--- src/rtl/mem_arbiter.sv ---
// Byte-serial RAM/IO bus sequencer shared by the icache and the load/store buffer.
// Requests are split into byte beats; reads absorb the one-cycle RAM latency.
module mem_arbiter #(
    parameter int          ADDR_W  = 32,
    parameter logic [31:0] IO_BASE = 32'h30000
) (
    input  logic              clk,
    input  logic              reset,
    input  logic              ready,
    input  logic              clear,
    input  logic              ic_req,
    input  logic [ADDR_W-1:0] ic_addr,
    output logic              ic_done,
    output logic [31:0]       ic_data,
    input  logic              ls_req,
    input  logic              ls_wr,
    input  logic [1:0]        ls_len,
    input  logic [ADDR_W-1:0] ls_addr,
    input  logic [31:0]       ls_wdata,
    output logic              ls_done,
    output logic [31:0]       ls_rdata,
    input  logic [7:0]        mem_din,
    output logic [7:0]        mem_dout,
    output logic [ADDR_W-1:0] mem_a,
    output logic              mem_wr,
    input  logic              io_buffer_full
);

    typedef enum logic [1:0] {IDLE, RD, WR, DONE} state_t;

    state_t            state;
    logic [2:0]        cnt;
    logic [2:0]        beats;
    logic              last_ls;
    logic              wr_op;
    logic [ADDR_W-1:0] addr;
    logic [31:0]       wdata;

    logic [ADDR_W-1:0] beat_a;
    logic              beat_rd;
    logic              beat_wr;
    logic              stall;
    logic              pick_ls;
    logic              done_ok;
    logic [1:0]        cap_idx;
    logic [2:0]        ls_beats;

    always_comb begin
        beat_a  = addr + ADDR_W'(cnt);
        beat_rd = (state == RD) && (cnt != beats);
        beat_wr = (state == WR);
        stall   = beat_wr && io_buffer_full &&
                  (beat_a[17:16] == IO_BASE[17:16]);
        pick_ls = ls_req && (!ic_req || !last_ls);
        cap_idx = 2'(cnt - 3'd1);
        done_ok = (state == DONE) && ready && !(clear && !wr_op);
        unique case (ls_len)
            2'd0:    ls_beats = 3'd1;
            2'd1:    ls_beats = 3'd2;
            default: ls_beats = 3'd4;
        endcase
    end

    assign mem_a    = (beat_rd || beat_wr) ? beat_a : '0;
    assign mem_wr   = beat_wr && ready && !stall;
    assign mem_dout = beat_wr ? wdata[{cnt[1:0], 3'b000} +: 8] : 8'd0;
    assign ic_done  = done_ok && !last_ls;
    assign ls_done  = done_ok && last_ls;

    always_ff @(posedge clk or negedge reset) begin
        if (!reset) begin
            state    <= IDLE;
            cnt      <= 3'd0;
            beats    <= 3'd0;
            last_ls  <= 1'b0;
            wr_op    <= 1'b0;
            addr     <= '0;
            wdata    <= 32'd0;
            ic_data  <= 32'd0;
            ls_rdata <= 32'd0;
        end else if (ready) begin
            unique case (state)
                IDLE: begin
                    if (!clear && (ic_req || ls_req)) begin
                        last_ls <= pick_ls;
                        cnt     <= 3'd0;
                        if (pick_ls) begin
                            addr  <= ls_addr;
                            wdata <= ls_wdata;
                            wr_op <= ls_wr;
                            beats <= ls_beats;
                            state <= ls_wr ? WR : RD;
                            if (!ls_wr) ls_rdata <= 32'd0;
                        end else begin
                            addr    <= ic_addr;
                            wr_op   <= 1'b0;
                            beats   <= 3'd4;
                            state   <= RD;
                            ic_data <= 32'd0;
                        end
                    end
                end
                RD: begin
                    if (clear) begin
                        state <= IDLE;
                        cnt   <= 3'd0;
                    end else begin
                        // byte for beat cnt-1 arrives one cycle after its address
                        if (cnt != 3'd0) begin
                            if (last_ls)
                                ls_rdata[{cap_idx, 3'b000} +: 8] <= mem_din;
                            else
                                ic_data[{cap_idx, 3'b000} +: 8] <= mem_din;
                        end
                        if (cnt == beats) begin
                            state <= DONE;
                            cnt   <= 3'd0;
                        end else begin
                            cnt <= cnt + 3'd1;
                        end
                    end
                end
                WR: begin
                    if (!stall) begin
                        if (cnt == beats - 3'd1) begin
                            state <= DONE;
                            cnt   <= 3'd0;
                        end else begin
                            cnt <= cnt + 3'd1;
                        end
                    end
                end
                DONE:    state <= IDLE;
                default: state <= IDLE;
            endcase
        end
    end

endmodule

--- config.mk ---
export PLATFORM = sky130hd
export DESIGN_NAME = mem_arbiter
export DESIGN_NICKNAME = d
export VERILOG_FILES = /design/src/rtl/mem_arbiter.sv
export SDC_FILE = /design/constraint.sdc
export NUM_CORES = 1
export LEC_CHECK = 0
export CORE_AREA = 2 2 129 131
export CTS_CLUSTER_DIAMETER = 80
export DETAILED_ROUTE_END_ITERATION = 6
export DIE_AREA = 0 0 131 133
export GPL_TIMING_DRIVEN = 1
export PLACE_DENSITY = 0.75
export SLEW_MARGIN = 0
export SYNTH_ARGS = -nofsm -noshare
export SYNTH_HDL_FRONTEND = slang
export SYNTH_SLANG_ARGS = --single-unit
--- constraint.sdc ---
create_clock -name clk -period 3.2 [get_ports clk]
set_clock_uncertainty 0.05 [all_clocks]
set_input_delay 0.32 -clock clk [delete_from_list [all_inputs] [get_ports clk]]
set_output_delay 0.32 -clock clk [all_outputs]
set_load 0.02 [all_outputs]
==> qor.csv <==
stage,metric,value,unit
run_status,status,"finished, final reports clean",
floorplan,rows,47,
sta,tightest_slew,0.783,ns
power,irDropWorstVdd,0.522,mV
setup_path,path_class,flop to output port,
floorplan,pin_count,221,
global_route,first_global_vias,6006,
logic_synthesis,syn_nets,797,
clock_tree,clock_path_buffers,2,
setup_path,reg2regPathDepth,8,
logic_synthesis,syn-cell-area,0.00710,mm^2
logic_synthesis,synth_area_leader_cell,dfrtp_1,
logic_synthesis,synth_seq_cells,138,
worst_hold_path,holdCritPathClass,input pin to flop,
floorplan,fp.dieH,133,um
setup_path,r2r-start,cnt[0]$_DFFE_PN0P_,
finish,fin_cells,1128,
detailed_routing,post_drt_wl_per_cell,17.5,um
global_route,antenna_found_initial,0,
floorplan,dieArea,0.0174,mm^2
clock_tree,tritoncts,done,
clock_tree,numCtsBuffers,17,
worst_hold_path,min_to,addr[28]$_DFFE_PN0P_,
detailed_routing,routed_wl,19.8,mm
logic_synthesis,avgSynthCellArea,10.6,um^2
setup_path,worst-path-buf-inv,1,
finish,utilization,63.3,%
power,powerDensity,809,mW/mm^2
finish,regArea,0.00345,mm^2
sta,finalCritPeriodShare,97.6,%
clock_tree,clock_sinks,138,
finish,drive_gt1_share,17.1,%
global_route,track_usage,23.2,%
sta,drv_slew,0,
place,place_congestion,0.827,
worst_hold_path,min-delay-start,ls_addr[28],
sta,relSlewSlack,47.8,%
power,total_power,8.28,mW
setup_path,slowest_delay,0.61,ns
setup_path,crit_path_end_kind,output port,
worst_hold_path,worst_hold_path.num_cells,3,
setup_path,path_delay_family,adder cells,
sta,worst_hold_slack,0.419,ns
floorplan,die_w,131,um
place,io_buffers,220,
sta,setup_violations,0,
setup_path,cp_data_arrival_time,2.75,ns
finish,fin_area,0.0102,mm^2
detailed_routing,ant_nets,0,
sta,fin_crit,3.12,ns
logic_synthesis,synth.top_cells.by_area,"dfrtp_1, mux2_2, nand2_1",
finish,multi_input_area,0.00353,mm^2
clock_tree,cts-root-buf,clkbuf_16,
logic_synthesis,ys_seq_area_share,48.6,%
clock_tree,clk_pin_slew_worst_paths,0.06,ns
setup_path,critPathLaunchType,flop,
global_route,grt.overflow.total,0,
logic_synthesis,async_flop_share,100,%
logic_synthesis,synth_edf_count,0,
global_route,grt_max_degree,86,
logic_synthesis,synth_cell_types,48,
place,placed_cells,1092,
floorplan,start_util,43.9,%
detailed_routing,avgViaCountPerCell,5.17,
setup_path,crit_cells,8,
setup_path,crit_chain,ha_1 > fa_1 > a21oi_2 > nor2_2 > nand4_1 > xor2_1 > nor2_1 > clkdlybuf4s50_1,
power,power_leakage,4.63,nW
clock_tree,worstSkewPairLatency,0.41,ns
finish,diodes,0,
logic_synthesis,synth.cells.most_frequent,"dfrtp_1, nand2_1, mux2_2",
detailed_routing,drt_iter0_markers,224,
sta,hold_viol_final,0,
finish,area_delta_synth_final,44.1,%
finish,nets,1026,
logic_synthesis,synth_top_area_share,48.6,%
job,maxCapViolCount,0,
place,place_area,0.00962,mm^2
setup_path,required,2.83,ns
detailed_routing,drcViolationCount,0,
detailed_routing,dr.pass1.iters,6,
sta,rsz0062_at_grt,yes,
detailed_routing,vias,5832,
logic_synthesis,ys.flop_type,dfrtp_1,
clock_tree,cts_htree_levels,4,
setup_path,worstReg2RegEnd,ls_rdata[9]$_DFFE_PN0P_,
logic_synthesis,synthCells,667,
place,hpwlAfterDp,14.1,mm
floorplan,core-area,0.0162,mm^2
setup_path,timing.reg2reg.setup_slack,0.61,ns
logic_synthesis,yosysWarnings,0,
setup_path,crit_slowest_cell,clkdlybuf4s50_1,
global_route,grt_pass1_wl,31.3,mm
logic_synthesis,synth.most_common_cell,dfrtp_1,
sta,fmax,0.320,GHz
setup_path,cp_max_fo,7,
finish,nFillCells,1342,
-- through the flow --
stage / setup slack [ns] / setup TNS (ns)
after CTS: 0.0198 / 0
after detailed placement: 0.197 / 0
final: 0.0753 / 0
after global routing: -0.0617 / -0.221
after global placement: 0.233 / 0
after floorplan: 0.598 / 0
-- worst min-delay path, cell delays in order --
cell and delay [ns]:
clkdlybuf4s50_1 0.39, nand2_1 0.05, a31oi_1 0.07
-- how the worst max path moves through the flow --
stage,start,endpoint,slack [ns]
global route,addr[5]$_DFFE_PN0P_,mem_a[26],-0.06
global placement,cnt[0]$_DFFE_PN0P_,mem_wr,0.23
floorplan,cnt[0]$_DFFE_PN0P_,mem_wr,0.60
finish,cnt[0]$_DFFE_PN0P_,mem_a[26],0.08
detailed placement,cnt[2]$_DFFE_PN0P_,mem_a[11],0.20
CTS,cnt[2]$_DFFE_PN0P_,mem_a[11],0.02
-- layer usage --
layer  GRT usage, %  share of wire, %
met1           29.8                43
met4           5.44               1.1
met2           36.9                47
met5              0                 0
met3           9.42               9.3
-- placed cells by master, fill, tap and decap left out, types with 5 or more instances in the layout --
cell	count
a21oi_1	5
a22o_1	17
a31oi_1	34
and2_1	39
and3_1	6
buf_4	17
clkbuf_16	17
clkdlybuf4s50_1	197
clkinv_2	5
dfrtp_1	138
dlygate4sd2_1	5
dlymetal6s2s_1	16
ha_1	14
inv_1	12
mux2_2	82
mux4_2	8
nand2_1	88
nand3_1	12
nand4_1	12
nor2_1	73
nor2b_1	5
nor3_1	5
xnor2_1	10
xor2_1	24
-- layout make-up --
type | instances | share of cell area [%]
clock inverter | 11 | 0.721
tap | 220 | 2.69
inverter | 12 | 0.440
timing repair buffer | 240 | 23.5
clock buffer | 20 | 4.36
multi-input combinational | 487 | 34.5
sequential | 138 | 33.7
-- state kept, by name, indices dropped and copies added (netlist names) --
register	flops
beats	3
wr_op	1
ic_data	32
ls_rdata	32
state	2
last_ls	1
cnt	3
wdata	32
addr	32
-- report_power, final --
part | switching (mW) | total [mW] | internal, mW
Combinational | 1.95 | 3.80 | 1.85
Sequential | 0.458 | 2.75 | 2.29
Clock | 0.735 | 1.74 | 1.00
-- kinds of logic after synthesis --
| group | Yosys count | synth area share, % |
|---|---|---|
| AOI/OAI and AO/OA | 84 | 8.51 |
| xor gates and xnor gates | 35 | 4.53 |
| adders and majority gates | 16 | 2.92 |
| buffers and inverters | 42 | 2.31 |
| DFF | 138 | 48.6 |
| muxes | 92 | 15.8 |
| and+or+nand+nor | 260 | 17.3 |
-- repair_timing --
item                                    CTS  global route
endpoints found under the hold margin    84             0
cloned                                    0             0
endpoints found under the setup margin   18            21
setup buffers                             0             4
pin swaps                                 2             1
gates resized for setup                  11            18
hold buffers                              1             0
No activity file was read; power rests on OpenSTA's default activity.
